==> config.mk <==
export PLATFORM = sky130hd
export DESIGN_NAME = hazard_ctrl_unit
export DESIGN_NICKNAME = d
export VERILOG_FILES = /design/src/rtl/hazard_ctrl_unit_pkg.sv /design/src/rtl/hazard_ctrl_unit_slot.sv /design/src/rtl/hazard_ctrl_unit.sv
export SDC_FILE = /design/constraint.sdc
export NUM_CORES = 1
export LEC_CHECK = 0
export CAP_MARGIN = 20
export CORE_MARGIN = 10
export CORE_UTILIZATION = 55
export DETAILED_ROUTE_END_ITERATION = 10
export PLACE_DENSITY = 0.82
export SYNTH_ARGS = -nofsm -noshare
export SYNTH_HDL_FRONTEND = slang
export SYNTH_HIERARCHICAL = 1
export SYNTH_SLANG_ARGS = --single-unit
==> constraint.sdc <==
create_clock -name clk -period 6.5 [get_ports clk]
set_clock_uncertainty 0.1 [all_clocks]
set_input_delay 1.3 -clock clk [delete_from_list [all_inputs] [get_ports clk]]
set_output_delay 1.3 -clock clk [all_outputs]
set_load 0.005 [all_outputs]
==> src/rtl/hazard_ctrl_unit_pkg.sv <==
// Shared constants and types for the hazard control unit: forward-select codes,
// the never-read TUse code, the TNew bias and the default slot field widths.
package hazard_ctrl_unit_pkg;

    localparam int HCU_REG_AW    = 5;
    localparam int HCU_TIME_W    = 3;
    localparam int HCU_NUM_SLOTS = 3;

    localparam int SLOT_E = 0;
    localparam int SLOT_M = 1;
    localparam int SLOT_W = 2;

    localparam int NUM_SRCS  = 2;
    localparam int SRC_RS    = 0;
    localparam int SRC_RT    = 1;

    typedef enum logic [1:0] {
        FWD_GRF = 2'd0,
        FWD_M   = 2'd1,
        FWD_W   = 2'd2
    } fwd_sel_e;

    localparam int TUSE_NEVER = 3;

    // D->E entry converts TNew (counted from D) into cycles-remaining-after-E.
    localparam int TNEW_BIAS = 2;

endpackage

==> src/rtl/hazard_ctrl_unit_slot.sv <==
// One pipeline stage slot of the hazard tracker: holds destination, source
// indices and a saturating readiness countdown for the instruction in that stage.
module hazard_slot
    import hazard_ctrl_unit_pkg::*;
#(
    parameter int REG_AW      = HCU_REG_AW,
    parameter int TIME_W      = HCU_TIME_W,
    parameter bit DEC_ON_LOAD = 1'b1
) (
    input  logic              clk,
    input  logic              rst,
    input  logic              load,
    input  logic              bubble,
    input  logic              din_valid,
    input  logic [REG_AW-1:0] din_wa,
    input  logic [TIME_W-1:0] din_rem,
    input  logic [REG_AW-1:0] din_rs,
    input  logic [REG_AW-1:0] din_rt,
    output logic              valid,
    output logic [REG_AW-1:0] wa,
    output logic [TIME_W-1:0] rem,
    output logic [REG_AW-1:0] rs,
    output logic [REG_AW-1:0] rt
);

    logic              valid_reg;
    logic [REG_AW-1:0] wa_reg;
    logic [TIME_W-1:0] rem_reg;
    logic [REG_AW-1:0] rs_reg;
    logic [REG_AW-1:0] rt_reg;

    logic [TIME_W-1:0] dec_src;
    logic [TIME_W-1:0] rem_next;

    // A slot fed by an older slot ages its countdown by one on the transfer;
    // the E slot loads the already-biased value straight from D.
    assign dec_src  = load ? din_rem : rem_reg;
    assign rem_next = (load && !DEC_ON_LOAD) ? din_rem :
                      ((dec_src == '0) ? '0 : dec_src - 1'b1);

    always_ff @(posedge clk or posedge rst) begin
        if (rst) begin
            valid_reg <= 1'b0;
            wa_reg    <= '0;
            rem_reg   <= '0;
            rs_reg    <= '0;
            rt_reg    <= '0;
        end else if (bubble) begin
            valid_reg <= 1'b0;
            wa_reg    <= '0;
            rem_reg   <= '0;
            rs_reg    <= '0;
            rt_reg    <= '0;
        end else if (load) begin
            valid_reg <= din_valid;
            wa_reg    <= din_valid ? din_wa : '0;
            rem_reg   <= din_valid ? rem_next : '0;
            rs_reg    <= din_valid ? din_rs : '0;
            rt_reg    <= din_valid ? din_rt : '0;
        end else begin
            rem_reg   <= rem_next;
        end
    end

    assign valid = valid_reg;
    assign wa    = wa_reg;
    assign rem   = rem_reg;
    assign rs    = rs_reg;
    assign rt    = rt_reg;

endmodule

==> src/rtl/hazard_ctrl_unit.sv <==
// Stall and forwarding control for a 5-stage MIPS pipeline: tracks producers in
// E/M/W and compares them with D/E/M sources. Optional stall counter: HAZ_STALL_CNT_EN.
module hazard_ctrl_unit
    import hazard_ctrl_unit_pkg::*;
#(
    parameter int REG_AW = HCU_REG_AW,
    parameter int TIME_W = HCU_TIME_W
) (
    input  logic              clk,
    input  logic              reset,
    input  logic [REG_AW-1:0] D_rs,
    input  logic [REG_AW-1:0] D_rt,
    input  logic [TIME_W-1:0] D_TUseRs,
    input  logic [TIME_W-1:0] D_TUseRt,
    input  logic              D_RegWrite,
    input  logic [REG_AW-1:0] D_WA,
    input  logic [TIME_W-1:0] D_TNew,
    output logic              stall,
    output logic [1:0]        fwd_D_rs,
    output logic [1:0]        fwd_D_rt,
    output logic [1:0]        fwd_E_rs,
    output logic [1:0]        fwd_E_rt,
    output logic              fwd_M_rt,
    output logic [31:0]       stall_cnt
);

    logic              slot_valid [HCU_NUM_SLOTS];
    logic [REG_AW-1:0] slot_wa    [HCU_NUM_SLOTS];
    logic [TIME_W-1:0] slot_rem   [HCU_NUM_SLOTS];
    logic [REG_AW-1:0] slot_rs    [HCU_NUM_SLOTS];
    logic [REG_AW-1:0] slot_rt    [HCU_NUM_SLOTS];

    logic              din_valid  [HCU_NUM_SLOTS];
    logic [REG_AW-1:0] din_wa     [HCU_NUM_SLOTS];
    logic [TIME_W-1:0] din_rem    [HCU_NUM_SLOTS];
    logic [REG_AW-1:0] din_rs     [HCU_NUM_SLOTS];
    logic [REG_AW-1:0] din_rt     [HCU_NUM_SLOTS];

    logic              d_producer;
    logic [TIME_W-1:0] d_rem;

    logic [REG_AW-1:0] d_src  [NUM_SRCS];
    logic [TIME_W-1:0] d_tuse [NUM_SRCS];

    // Non-producers enter with wa=0 so they can never match a source.
    assign d_producer = D_RegWrite && (D_WA != '0);
    assign d_rem      = (D_TNew > TIME_W'(TNEW_BIAS)) ? (D_TNew - TIME_W'(TNEW_BIAS)) : '0;

    assign d_src[SRC_RS]  = D_rs;
    assign d_src[SRC_RT]  = D_rt;
    assign d_tuse[SRC_RS] = D_TUseRs;
    assign d_tuse[SRC_RT] = D_TUseRt;

    for (genvar gi = 0; gi < HCU_NUM_SLOTS; gi++) begin : g_slot
        if (gi == SLOT_E) begin : g_src_d
            assign din_valid[gi] = 1'b1;
            assign din_wa[gi]    = d_producer ? D_WA  : '0;
            assign din_rem[gi]   = d_producer ? d_rem : '0;
            assign din_rs[gi]    = D_rs;
            assign din_rt[gi]    = D_rt;
        end else begin : g_src_prev
            assign din_valid[gi] = slot_valid[gi-1];
            assign din_wa[gi]    = slot_wa[gi-1];
            assign din_rem[gi]   = slot_rem[gi-1];
            assign din_rs[gi]    = slot_rs[gi-1];
            assign din_rt[gi]    = slot_rt[gi-1];
        end

        hazard_slot #(
            .REG_AW      (REG_AW),
            .TIME_W      (TIME_W),
            .DEC_ON_LOAD (gi != SLOT_E)
        ) u_slot (
            .clk       (clk),
            .rst       (reset),
            .load      (1'b1),
            .bubble    ((gi == SLOT_E) ? stall : 1'b0),
            .din_valid (din_valid[gi]),
            .din_wa    (din_wa[gi]),
            .din_rem   (din_rem[gi]),
            .din_rs    (din_rs[gi]),
            .din_rt    (din_rt[gi]),
            .valid     (slot_valid[gi]),
            .wa        (slot_wa[gi]),
            .rem       (slot_rem[gi]),
            .rs        (slot_rs[gi]),
            .rt        (slot_rt[gi])
        );
    end

    // A source stalls while any in-flight producer of it needs more cycles than
    // the consumer can wait before it must read the value.
    always_comb begin
        stall = 1'b0;
        for (int si = 0; si < NUM_SRCS; si++) begin
            if ((d_src[si] != '0) && (d_tuse[si] != TIME_W'(TUSE_NEVER))) begin
                for (int s = 0; s < HCU_NUM_SLOTS; s++) begin
                    if (slot_valid[s] && (slot_wa[s] == d_src[si]) && (slot_rem[s] > d_tuse[si])) begin
                        stall = 1'b1;
                    end
                end
            end
        end
    end

    // M wins over W; a producer whose value is not ready yet is skipped.
    function automatic fwd_sel_e pick_fwd(
        input logic [REG_AW-1:0] src,
        input logic              m_valid,
        input logic [REG_AW-1:0] m_wa,
        input logic [TIME_W-1:0] m_rem,
        input logic              w_valid,
        input logic [REG_AW-1:0] w_wa,
        input logic [TIME_W-1:0] w_rem
    );
        fwd_sel_e sel;
        sel = FWD_GRF;
        if (src != '0) begin
            if (m_valid && (m_wa == src) && (m_rem == '0)) begin
                sel = FWD_M;
            end else if (w_valid && (w_wa == src) && (w_rem == '0)) begin
                sel = FWD_W;
            end
        end
        return sel;
    endfunction

    always_comb begin
        fwd_D_rs = pick_fwd(D_rs,
                            slot_valid[SLOT_M], slot_wa[SLOT_M], slot_rem[SLOT_M],
                            slot_valid[SLOT_W], slot_wa[SLOT_W], slot_rem[SLOT_W]);
        fwd_D_rt = pick_fwd(D_rt,
                            slot_valid[SLOT_M], slot_wa[SLOT_M], slot_rem[SLOT_M],
                            slot_valid[SLOT_W], slot_wa[SLOT_W], slot_rem[SLOT_W]);
        fwd_E_rs = pick_fwd(slot_rs[SLOT_E],
                            slot_valid[SLOT_M], slot_wa[SLOT_M], slot_rem[SLOT_M],
                            slot_valid[SLOT_W], slot_wa[SLOT_W], slot_rem[SLOT_W]);
        fwd_E_rt = pick_fwd(slot_rt[SLOT_E],
                            slot_valid[SLOT_M], slot_wa[SLOT_M], slot_rem[SLOT_M],
                            slot_valid[SLOT_W], slot_wa[SLOT_W], slot_rem[SLOT_W]);
        // Store data in M can only be refreshed from W.
        fwd_M_rt = (pick_fwd(slot_rt[SLOT_M],
                             1'b0, '0, '0,
                             slot_valid[SLOT_W], slot_wa[SLOT_W], slot_rem[SLOT_W]) == FWD_W);
    end

`ifdef HAZ_STALL_CNT_EN
    logic [31:0] stall_cnt_reg;

    always_ff @(posedge clk or posedge reset) begin
        if (reset) begin
            stall_cnt_reg <= '0;
        end else if (stall) begin
            stall_cnt_reg <= stall_cnt_reg + 32'd1;
        end
    end

    assign stall_cnt = stall_cnt_reg;
`else
    assign stall_cnt = 32'd0;
`endif

endmodule

==> impl_metrics.env <==
export IMPL_outcome="completed"
export IMPL_io_buffers=36
export IMPL_fin_tns_setup_ns=0
export IMPL_seq_power_share_pct=43.1
export IMPL_end_kind="output pin"
export IMPL_p_leak_uw=0.00180
export IMPL_worst_pin_slew_ns=0.785
export IMPL_worst_r2r_startpoint="g_slot[1].u_slot/wa[0]"
export IMPL_power_switching_uw=193
export IMPL_reg2reg_depth=7
export IMPL_grt_usage_pct=17.5
export IMPL_slew_headroom_pct=47.6
export IMPL_vdd_ir_drop_max_mv=0.114
export IMPL_cap_violations=0
export IMPL_cp_common_cell="clkdlybuf4s50_1"
export IMPL_crit_fanout=6
export IMPL_clkTransAtPathRegs_ns=0.09
export IMPL_ys_warnings_count=6
export IMPL_hpwl_mm=6.58
export IMPL_coreArea_um2=5990
export IMPL_worst_slack_ns=1.14
export IMPL_fill_cells=514
export IMPL_syn_to_final_growth_pct=10.9
export IMPL_diodes=0
export IMPL_initial_utilization_pct=57.3
export IMPL_cts_tree="done"
export IMPL_routed_wl_mm=8.46
export IMPL_fp_dieArea_um2=9800
export IMPL_final_area_um2=3810
export IMPL_dp_slack_ns=1.14
export IMPL_hold_end="g_slot[1].u_slot/wa[2]"
export IMPL_cts_path_max_buffers=2
export IMPL_post_cts_resized=0
export IMPL_rsz0062_at_grt="false"
export IMPL_cts_sinks=42
export IMPL_die_h_um=99.0
export IMPL_io_pins=69
export IMPL_syn_area_per_cell_um2=8.89
export IMPL_worstSetupPathType="input pin to output pin"
export IMPL_hold_buffers=0
export IMPL_r2r_slack_ns=3.62
export IMPL_cp_required_ns=5.10
export IMPL_cts_max_level=2
export IMPL_synthCells=386
export IMPL_drv_slew=0
export IMPL_r2r_end="g_slot[0].u_slot/rs[0]"
export IMPL_sw_frac_of_total_pct=28.4
export IMPL_min_period_ns=5.36
export IMPL_critPathArrivalTime_ns=3.96
export IMPL_num_rows=28
export IMPL_grt_pass1_vias=2869
export IMPL_hp_class="register to register"
export IMPL_start_kind="input pin"
export IMPL_drt_iter0_markers=174
export IMPL_cpMaxStageDelayCell="clkdlybuf4s50_1"
export IMPL_hp_start="g_slot[0].u_slot/wa[2]"
export IMPL_dpl_cell_area_um2=3670
export IMPL_multi_input_area_um2=2080
export IMPL_grt_ovfl_total=0
export IMPL_max_freq_mhz=186
export IMPL_path_buf_inv=2
export IMPL_place_congestion=0.960
export IMPL_post_cts_setup_buffers=0
export IMPL_cp_startpoint="D_rs[0]"
export IMPL_cp_cell_sequence="clkdlybuf4s50_1 > xor2_1 > nor4_1 > and3_1 > a2bb2oi_1 > o221ai_1 > clkdlybuf4s50_1"
export IMPL_seq_area_um2=1050
export IMPL_clkPwrFrac_pct=38.0
export IMPL_final_util_pct=63.5
export IMPL_dr_total_vias=2701
export IMPL_synthesis_area_um2=3430
export IMPL_hold_depth=2
export IMPL_ant_nets=0
export IMPL_clock_latency_ns=0.32
export IMPL_drive_above_1_share_pct=4.34
export IMPL_p_per_area_nw_per_um2=179
export IMPL_grt_max_degree=20
export IMPL_post_route_period_util_pct=82.5
export IMPL_layout_nets=461
export IMPL_crit_family="buffers and inverters"
export IMPL_slowest_delay_ns=0.64
export IMPL_grt_first_pass_wirelength_mm=14.2
export IMPL_drc=0
export IMPL_largest_reg_flops=15
export IMPL_p_int_uw=487
export IMPL_report_final_hold_viol_count=0
export IMPL_finalSetupViolCount=0
export IMPL_combPwrFrac_pct=18.9
export IMPL_viasPerCell=5.51
export IMPL_drtPass1Iterations=4
export IMPL_root_buffer="clkbuf_8"
export IMPL_dpl_cell_count=482
export IMPL_finalNonFillerCells=490
export IMPL_antenna_found_initial=0
export IMPL_numCtsBuffers=5
export IMPL_fp_dieW_um=99.0
export IMPL_wl_per_cell_um=17.3
## power groups by stage
stage	logic, µW	clock network (µW)	registers, µW
5_1_grt	144	270	295
6_report	128	258	293
2_1_floorplan	105	0	291
3_3_place_gp	120	0	298
3_5_place_dp	124	0	298
4_1_cts	125	261	293
## layout make-up
| class | count | share of cell area, % |
|---|---|---|
| clock buffer | 5 | 1.81 |
| clock inverter | 3 | 1.81 |
| inverter | 21 | 2.07 |
| multi-input combinational | 308 | 54.8 |
| sequential | 42 | 27.6 |
| tap | 75 | 2.47 |
| timing repair buffer | 36 | 9.47 |
## routing by layer
metal / vias up / part of all wire (%) / GRT usage (%)
met5: - / 0 / 0
met4: 0 / 1.8 / 6.28
met3: 14 / 7.9 / 4.68
met2: 106 / 49 / 29.5
met1: 1274 / 42 / 20.8
li1: 1307 / - / -
## cells in the final DEF, fill, tap and decap left out, types with 14 or more instances in the layout
master	instances
a22o_1	16
ha_1	20
dfrtp_1	42
a21oi_1	22
nand3_1	14
xnor2_1	16
conb_1	42
clkdlybuf4s50_1	36
nor2b_1	15
inv_1	21
nor2_1	31
xor2_1	38
## through the flow
| step | power, µW | hold WS [ns] |
|---|---|---|
| final | 680 | 0.526 |
| after global routing | 710 | 0.564 |
| after CTS | 679 | 0.530 |
| after detailed placement | 422 | 0.521 |
| after global placement | 418 | 0.519 |
| after floorplan | 396 | 0.462 |
## worst max path at each step
stage	end	slack [ns]	cells after the start
after global placement	stall	1.10	7
final	stall	1.14	7
after global routing	stall	0.95	7
after floorplan	stall	2.55	6
after CTS	stall	1.12	7
after detailed placement	stall	1.14	7
## tightest hold or removal path, delay by kind of cell, from the launching register on
kind             cells  cell delay, ns
flip-flops           1            0.44
AO/OA/AOI/OAI        1            0.06
AND/OR/NAND/NOR      1            0.10
No activity file was read; power rests on OpenSTA's default activity.
